`src/rtl/dtack_wait_state_controller.sv`:
```
// dtack_wait_state_controller
// Generates the 68k DTACK_L / BERR_L handshake for each bus cycle. A cycle
// starts when AS_L is sampled low in IDLE. The address region is chosen from
// the decoder selects (priority ROM > RAM > IO > CAN > DRAM). Fixed-wait
// regions acknowledge after their wait count. DRAM acknowledges on
// DramReady_H. A cycle with no select can only end by bus-error timeout.
//
// Ports:
//   Clock, Reset_H         clock and synchronous active-high reset
//   AS_L, Address          CPU address strobe (active low) and address bus
//   *Select_H              decoder region selects
//   DramReady_H            DRAM controller data-ready
//   TimeoutClear_H         clears the sticky Timeout_H flag
//   DTACK_L, BERR_L        acknowledge / bus error to CPU (active low)
//   Busy_H                 bus cycle in progress
//   Timeout_H              sticky timeout flag
//   FaultAddress           address of the cycle that last timed out
module dtack_wait_state_controller #(
    parameter int unsigned ROM_WAIT       = 0,
    parameter int unsigned RAM_WAIT       = 0,
    parameter int unsigned IO_WAIT        = 3,
    parameter int unsigned CAN_WAIT       = 7,
    parameter int unsigned TIMEOUT_CYCLES = 255
) (
    input  logic        Clock,
    input  logic        Reset_H,
    input  logic        AS_L,
    input  logic [31:0] Address,
    input  logic        OnChipRomSelect_H,
    input  logic        OnChipRamSelect_H,
    input  logic        IOSelect_H,
    input  logic        CanBusSelect_H,
    input  logic        DramSelect_H,
    input  logic        DramReady_H,
    input  logic        TimeoutClear_H,
    output logic        DTACK_L,
    output logic        BERR_L,
    output logic        Busy_H,
    output logic        Timeout_H,
    output logic [31:0] FaultAddress
);

    typedef enum logic [2:0] {
        ST_BLOCKED,
        ST_IDLE,
        ST_WAIT,
        ST_ACK,
        ST_ERR
    } state_t;

    typedef enum logic [2:0] {
        RG_ROM,
        RG_RAM,
        RG_IO,
        RG_CAN,
        RG_DRAM,
        RG_NONE
    } region_t;

    state_t      state;
    region_t     region_q;
    logic [31:0] addr_q;
    logic [3:0]  wait_cnt;
    logic [7:0]  to_cnt;

    region_t     sel_region_c;
    logic [3:0]  sel_wait_c;
    logic        start_ack_c;
    logic        wait_done_c;
    logic        timeout_hit_c;

    // Region decode with fixed priority, and its wait count
    always_comb begin
        sel_region_c = RG_NONE;
        sel_wait_c   = 4'd0;
        if (OnChipRomSelect_H) begin
            sel_region_c = RG_ROM;
            sel_wait_c   = 4'(ROM_WAIT);
        end else if (OnChipRamSelect_H) begin
            sel_region_c = RG_RAM;
            sel_wait_c   = 4'(RAM_WAIT);
        end else if (IOSelect_H) begin
            sel_region_c = RG_IO;
            sel_wait_c   = 4'(IO_WAIT);
        end else if (CanBusSelect_H) begin
            sel_region_c = RG_CAN;
            sel_wait_c   = 4'(CAN_WAIT);
        end else if (DramSelect_H) begin
            sel_region_c = RG_DRAM;
        end
    end

    // Acknowledge on the starting edge: zero-wait fixed region or DRAM already ready
    always_comb begin
        start_ack_c = 1'b0;
        if (sel_region_c == RG_DRAM) begin
            start_ack_c = DramReady_H;
        end else if (sel_region_c != RG_NONE) begin
            start_ack_c = (sel_wait_c == 4'd0);
        end
    end

    // Completion and timeout conditions evaluated on a WAIT edge.
    // The wait counter holds the edges remaining, so a value of 1 means this edge.
    always_comb begin
        wait_done_c = 1'b0;
        if (region_q == RG_DRAM) begin
            wait_done_c = DramReady_H;
        end else if (region_q != RG_NONE) begin
            wait_done_c = (wait_cnt <= 4'd1);
        end
        timeout_hit_c = ((9'(to_cnt) + 9'd1) >= 9'(TIMEOUT_CYCLES));
    end

    // Bus cycle FSM with registered handshake outputs
    always_ff @(posedge Clock) begin
        if (Reset_H) begin
            state        <= ST_BLOCKED;
            region_q     <= RG_NONE;
            addr_q       <= 32'd0;
            wait_cnt     <= 4'd0;
            to_cnt       <= 8'd0;
            DTACK_L      <= 1'b1;
            BERR_L       <= 1'b1;
            Busy_H       <= 1'b0;
            Timeout_H    <= 1'b0;
            FaultAddress <= 32'd0;
        end else begin
            // Clear first so that a timeout on the same edge overrides it
            if (TimeoutClear_H) begin
                Timeout_H <= 1'b0;
            end

            case (state)
                ST_BLOCKED: begin
                    if (AS_L) begin
                        state <= ST_IDLE;
                    end
                end

                ST_IDLE: begin
                    if (!AS_L) begin
                        region_q <= sel_region_c;
                        addr_q   <= Address;
                        wait_cnt <= sel_wait_c;
                        to_cnt   <= 8'd0;
                        Busy_H   <= 1'b1;
                        if (start_ack_c) begin
                            state   <= ST_ACK;
                            DTACK_L <= 1'b0;
                        end else begin
                            state <= ST_WAIT;
                        end
                    end
                end

                ST_WAIT: begin
                    to_cnt <= to_cnt + 8'd1;
                    if (wait_cnt != 4'd0) begin
                        wait_cnt <= wait_cnt - 4'd1;
                    end
                    // Abort beats acknowledge, acknowledge beats timeout
                    if (AS_L) begin
                        state  <= ST_IDLE;
                        Busy_H <= 1'b0;
                    end else if (wait_done_c) begin
                        state   <= ST_ACK;
                        DTACK_L <= 1'b0;
                    end else if (timeout_hit_c) begin
                        state        <= ST_ERR;
                        BERR_L       <= 1'b0;
                        Timeout_H    <= 1'b1;
                        FaultAddress <= addr_q;
                    end
                end

                ST_ACK, ST_ERR: begin
                    if (AS_L) begin
                        state   <= ST_IDLE;
                        DTACK_L <= 1'b1;
                        BERR_L  <= 1'b1;
                        Busy_H  <= 1'b0;
                    end
                end

                default: begin
                    state   <= ST_BLOCKED;
                    DTACK_L <= 1'b1;
                    BERR_L  <= 1'b1;
                    Busy_H  <= 1'b0;
                end
            endcase
        end
    end

endmodule

```
`config.mk`:
```
export PLATFORM = sky130hd
export DESIGN_NAME = dtack_wait_state_controller
export DESIGN_NICKNAME = d
export VERILOG_FILES = /design/src/rtl/dtack_wait_state_controller.sv
export SDC_FILE = /design/constraint.sdc
export NUM_CORES = 1
export LEC_CHECK = 0
export BUFFER_PORTS_ARGS = -buffer_cell sky130_fd_sc_hd__buf_2
export CAP_MARGIN = 10
export CORE_MARGIN = 2
export CORE_UTILIZATION = 50
export CTS_BUF_LIST = sky130_fd_sc_hd__clkbuf_4 sky130_fd_sc_hd__clkbuf_8 sky130_fd_sc_hd__clkbuf_16
export DETAILED_ROUTE_END_ITERATION = 8
export PLACE_DENSITY = 0.74
export SYNTH_ARGS = -nofsm -noshare
export SYNTH_HDL_FRONTEND = slang
export SYNTH_SLANG_ARGS = --single-unit
```
`constraint.sdc`:
```
create_clock -name Clock -period 2.64 [get_ports Clock]
set_input_delay 0.528 -clock Clock [delete_from_list [all_inputs] [get_ports Clock]]
set_output_delay 0.528 -clock Clock [all_outputs]
set_load 0.05 [all_outputs]
```
Word-level counts from Yosys, hierarchy flattened
Index checks and enable logic that the tools add are counted.

Input bits: 42. Register bits after elaboration: 86. Output and inout bits: 36. Word-level logic and storage cells: 97.

$add $sub $neg: 3. Reduce and logical (&&, ||, !) cells: 16. $lt $le $gt $ge: 2. Muxes and demuxes: 43. Equality and inequality tests: 19. Bitwise logic cells: 4.

Operator list (number): 3-bit 2-to-1 mux (13); 1-bit 2-to-1 mux (21); 2-bit != test, second input constant (8); 8-bit case mux with 2 select lines (1); 8-bit by 1-bit adder with 9-bit output, second input constant (1); 3-bit == test, second input constant (3); 9-bit by 8-bit >= comparator with 1-bit output, second input constant (1); 3-bit case mux with 3 select lines (1); 3-bit AND reduction (3); 8-bit by 1-bit adder with 8-bit output, second input constant (1); 4-bit 2-to-1 mux (2); 8-bit 2-to-1 mux (1); 4-bit case mux with 2 select lines (1); 3-bit by 2-bit == test with 1-bit output, second input constant (2); 3-bit != test, second input constant (2); 1-bit case mux with 3 select lines (2); 6-bit AND reduction (1); 3-bit OR reduction (2); 5-bit AND reduction (1); 4-bit by 1-bit <= comparator with 1-bit output, second input constant (1); 4-bit logical NOT (1); 2-bit by 1-bit != test with 1-bit output, second input constant (2); 4-bit != test, second input constant (1); 1-bit NOT (4); other kinds (9) (11).

Longest topological paths before layout
Word-level depth: 11. Depth in mapped cells: 11. Depth with buffers taken out: 8.

Worst setup path before layout
OpenSTA, ideal clock, no wires.

Path kind: flip-flop to flip-flop. Start point: register wait_cnt[0]. End point: register FaultAddress[0]. Arrival: 1924 ps. Period minus slack after synthesis: 2051 ps. Buffers on the path: 2. Stages on the path, launching flop included: 11. Path slack: 589 ps. Library setup time: 128 ps. Data required time: 2512 ps. Cell sequence: dfxtp_1 -> inv_1 -> ha_1 -> nor2_1 -> o41ai_2 -> nor2_1 -> a31oi_1 -> buf_6 -> buf_12 -> mux2i_1 -> nor2_1.

Cells in the longest elaborated chain, start to end: 5.

RTL lines: start, declared (RTL line 63) `logic [3:0] wait_cnt;`; start signal, assigned (RTL line 145) `wait_cnt <= sel_wait_c;`; start signal, assigned (RTL line 160) `wait_cnt <= wait_cnt - 4'd1;`; 4-bit by 1-bit <= comparator with 1-bit output (RTL line 110) `wait_done_c = (wait_cnt <= 4'd1);`; 1-bit 2-to-1 mux (RTL line 109) `end else if (region_q != RG_NONE) begin`; 1-bit 2-to-1 mux (RTL line 107) `if (region_q == RG_DRAM) begin`; 1-bit NOT (no line); 4-bit AND reduction (no line); end signal, assigned (RTL line 173) `FaultAddress <= addr_q;`; end, declared (RTL line 40) `output logic [31:0] FaultAddress`.

No other way between the ends. A chain may end at the register's enable or synchronous reset.

Worst setup path after layout
Start point: register wait_cnt[0]. End point: register FaultAddress[7].

Same word-level chain as after synthesis.

==> run summary <==
WS Path Type: reg2reg
Initial DRT Pass Iterations: 4
I/O pin total: 78
VDD IR max: 0.331 mV
Wire per inst: 13.3 um
Tcrit/Tclk final: 90.7%
Vias in the first global route: 2817
Fillers: 654
Simple-gate share of the synthesized area: 22.0%
Number of antenna repair diodes: 0
Status: finished, final reports clean
Clock Path Buffers: 2
Worst-path clk slew: 0.09 ns
Commonest non-fill, non-tap cell in the layout: dfxtp_1
Largest cells by area after synthesis: dfxtp_1 47%, mux2i_1 9.1%, nand2_1 8.7%
YS warnings: 0
Top_reg_cell synth: dfxtp_1
CP required: 2.88 ns
DRT antenna net count: 0
Total negative slack: 0 ns
Number of flops mapped to enable cells by yosys: 0
Hold Path Depth: 2
First-pass GRT wire length: 12.8 mm
Critical path peak fanout: 19
DRC: 0
Num CTS Buffers: 9
Minimum period implied by the final worst setup slack: 2.39 ns
Depth of the CTS H-tree: 3
CP Data Arrival Time: 2.64 ns
Port Buffers: 77
Top cell type's share of synthesized area: 47.3%
Post-Syn Instances: 428
Area Overhead vs Synth: 17.8%
Post-detailed-placement half-perimeter wirelength: 5.51 mm
Synth Area in XOR/XNOR: 0.240%
DP Worst Slack: 0.245 ns
Post-synthesis sequential element count: 86
Die area: 0.00799 mm^2
LEAKAGE: 1.99 nW
Maximum number of pins on one net before global-route repair: 37
Tot GR Track Use: 20.4%
Max-slew violations: 0
Fin worst setup slack: 0.247 ns
Yosys cell types: 49
Worst Skew: 0.0110 ns
RSZ-0062 raised after global routing: no
Final Instance Area: 0.00429 mm^2
Clk sinks: 86
Core Box Area: 0.00714 mm^2
Detailed-route via count: 3126
Final wirelength: 7.97 mm
Total gr overflow: 0
Die Width: 89.4 um
DR iter-0 viols: 183
Largest family of logic cells by synthesized area: simple AND/OR/NAND/NOR gates
Post-synthesis mux area share: 9.38%
Clock root buffer master: clkbuf_8
Crit. End Element: flop
Setup Fix Bufs, Post-CTS: 0
Overall Power: 0.00263 W
Initial core utilization: 51.1%
Placed cell areas: 0.00409 mm^2
Max cap viols: 0
Worst setup SP type: flop
Gpl congestion: 0.892
Hold Path Class: in2reg
Proportion of layout cells with a drive suffix above 1: 21.8%
Synth area leader: dfxtp_1
Worst-skew pair later-pin latency: 0.35 ns
Initial antenna violation count: 0
Synth async-reset ratio: 0%
Mean Syn Cell Area: 8.51 um^2
Synth Cell Area: 0.00364 mm^2
Reg2reg path depth: 9
CTS resizes: 0
Synth Area in Compound Gates: 14.0%
Endpoints failing setup: 0
Slew @ Worst Pin: 0.617 ns
Most frequent cells in the layout: 86 x dfxtp_1, 84 x nand2_1, 77 x buf_2
Max-slew headroom: 58.8%
Syn Nets: 475
Sequential share of the synthesized area: 47.3%
Vias per inst: 5.21
CTS Hold Bufs: 0
FMAX: 0.418 GHz
Die H: 89.4 um
Nets: 543
Final Hold Viols: 0
CTS tree: yes
Cell row count: 31
Power density of the placed cells: 613 mW/mm^2
Post-synthesis adder-cell area fraction: 1.72%
==> flip-flops by register name, indices dropped and copies added, names as in the netlist <==
register and cells:
addr_q 32, state 3, BERR_L 1, Busy_H 1, wait_cnt 4, to_cnt 8, FaultAddress 32, region_q 3
DTACK_L 1, Timeout_H 1
==> report_power, final <==
| part | switching [W] | leakage [nW] | internal (W) |
|---|---|---|---|
| clock network | 0.000501 | 0.103 | 0.000452 |
| registers | 0.0000411 | 0.697 | 0.00135 |
| logic | 0.000183 | 1.19 | 0.000107 |
==> cell type report <==
cell class / instances / area [um^2] / share of cell area [%]
tap: 99 / 124 / 2.89
clock inverter: 7 / 82.6 / 1.92
sequential: 86 / 1720 / 40.1
timing repair buffer: 85 / 470 / 11.0
inverter: 8 / 30.0 / 0.700
multi-input combinational: 306 / 1740 / 40.5
clock buffer: 9 / 124 / 2.89
==> worst max-delay path, stage by stage (launching register included) <==
cell and delay, ns:
dfxtp_1 0.36, inv_1 0.09, ha_1 0.19, nor2_1 0.06
o41ai_2 0.50, nor2_1 0.18, a31oi_4 0.40, buf_12 0.23
mux2i_1 0.21, nor2_1 0.05
==> metrics by stage <==
step | util [%] | cells | hold WS [ns]
after global placement | 57.2 | 584 | 0.441
after global routing | 60.1 | 600 | 0.363
after floorplan | - | 428 | 0.431
after detailed placement | 57.2 | 584 | 0.447
after CTS | 60.1 | 600 | 0.361
final | 60.1 | 600 | 0.372
==> kinds of logic (layout without fill, tap and decap cells) <==
| kind of cell | count (synthesis) | after routing |
|---|---|---|
| AND/OR/NAND/NOR | 179 | 179 |
| AO/OA/AOI/OAI | 87 | 87 |
| flip-flops | 86 | 86 |
| buffers and inverters | 36 | 109 |
| multiplexers | 34 | 34 |
| adder cells (fa/ha/maj) | 5 | 5 |
| XOR/XNOR | 1 | 1 |
==> routing by layer <==
metal | global-route usage, % | up-vias | part of all wire (%)
met5 | 0 | - | 0
met2 | 33.0 | 87 | 47
met3 | 4.43 | 4 | 5.7
met4 | 8.01 | 0 | 0.79
li1 | - | 1588 | -
met1 | 26.6 | 1447 | 46
==> path summary, 6_finish.rpt <==
check,start,to,slack (ns)
max,wait_cnt[0],FaultAddress[7],0.25
min,OnChipRomSelect_H,region_q[0],0.37
max reg2reg,wait_cnt[0],FaultAddress[7],0.25
min reg2reg,addr_q[2],addr_q[2],0.46
==> cells in the mapped netlist, types with 3 or more instances <==
library cell	instances
nand2b_1	3
buf_1	4
nand3_1	9
clkbuf_1	15
o22ai_1	3
nand2_1	84
nor2b_1	5
mux2i_1	33
inv_1	8
a21oi_1	51
ha_1	5
buf_12	3
nor2_1	57
o21ai_0	12
buf_2	5
dfxtp_1	86
Power figures use the tool's default switching activity.
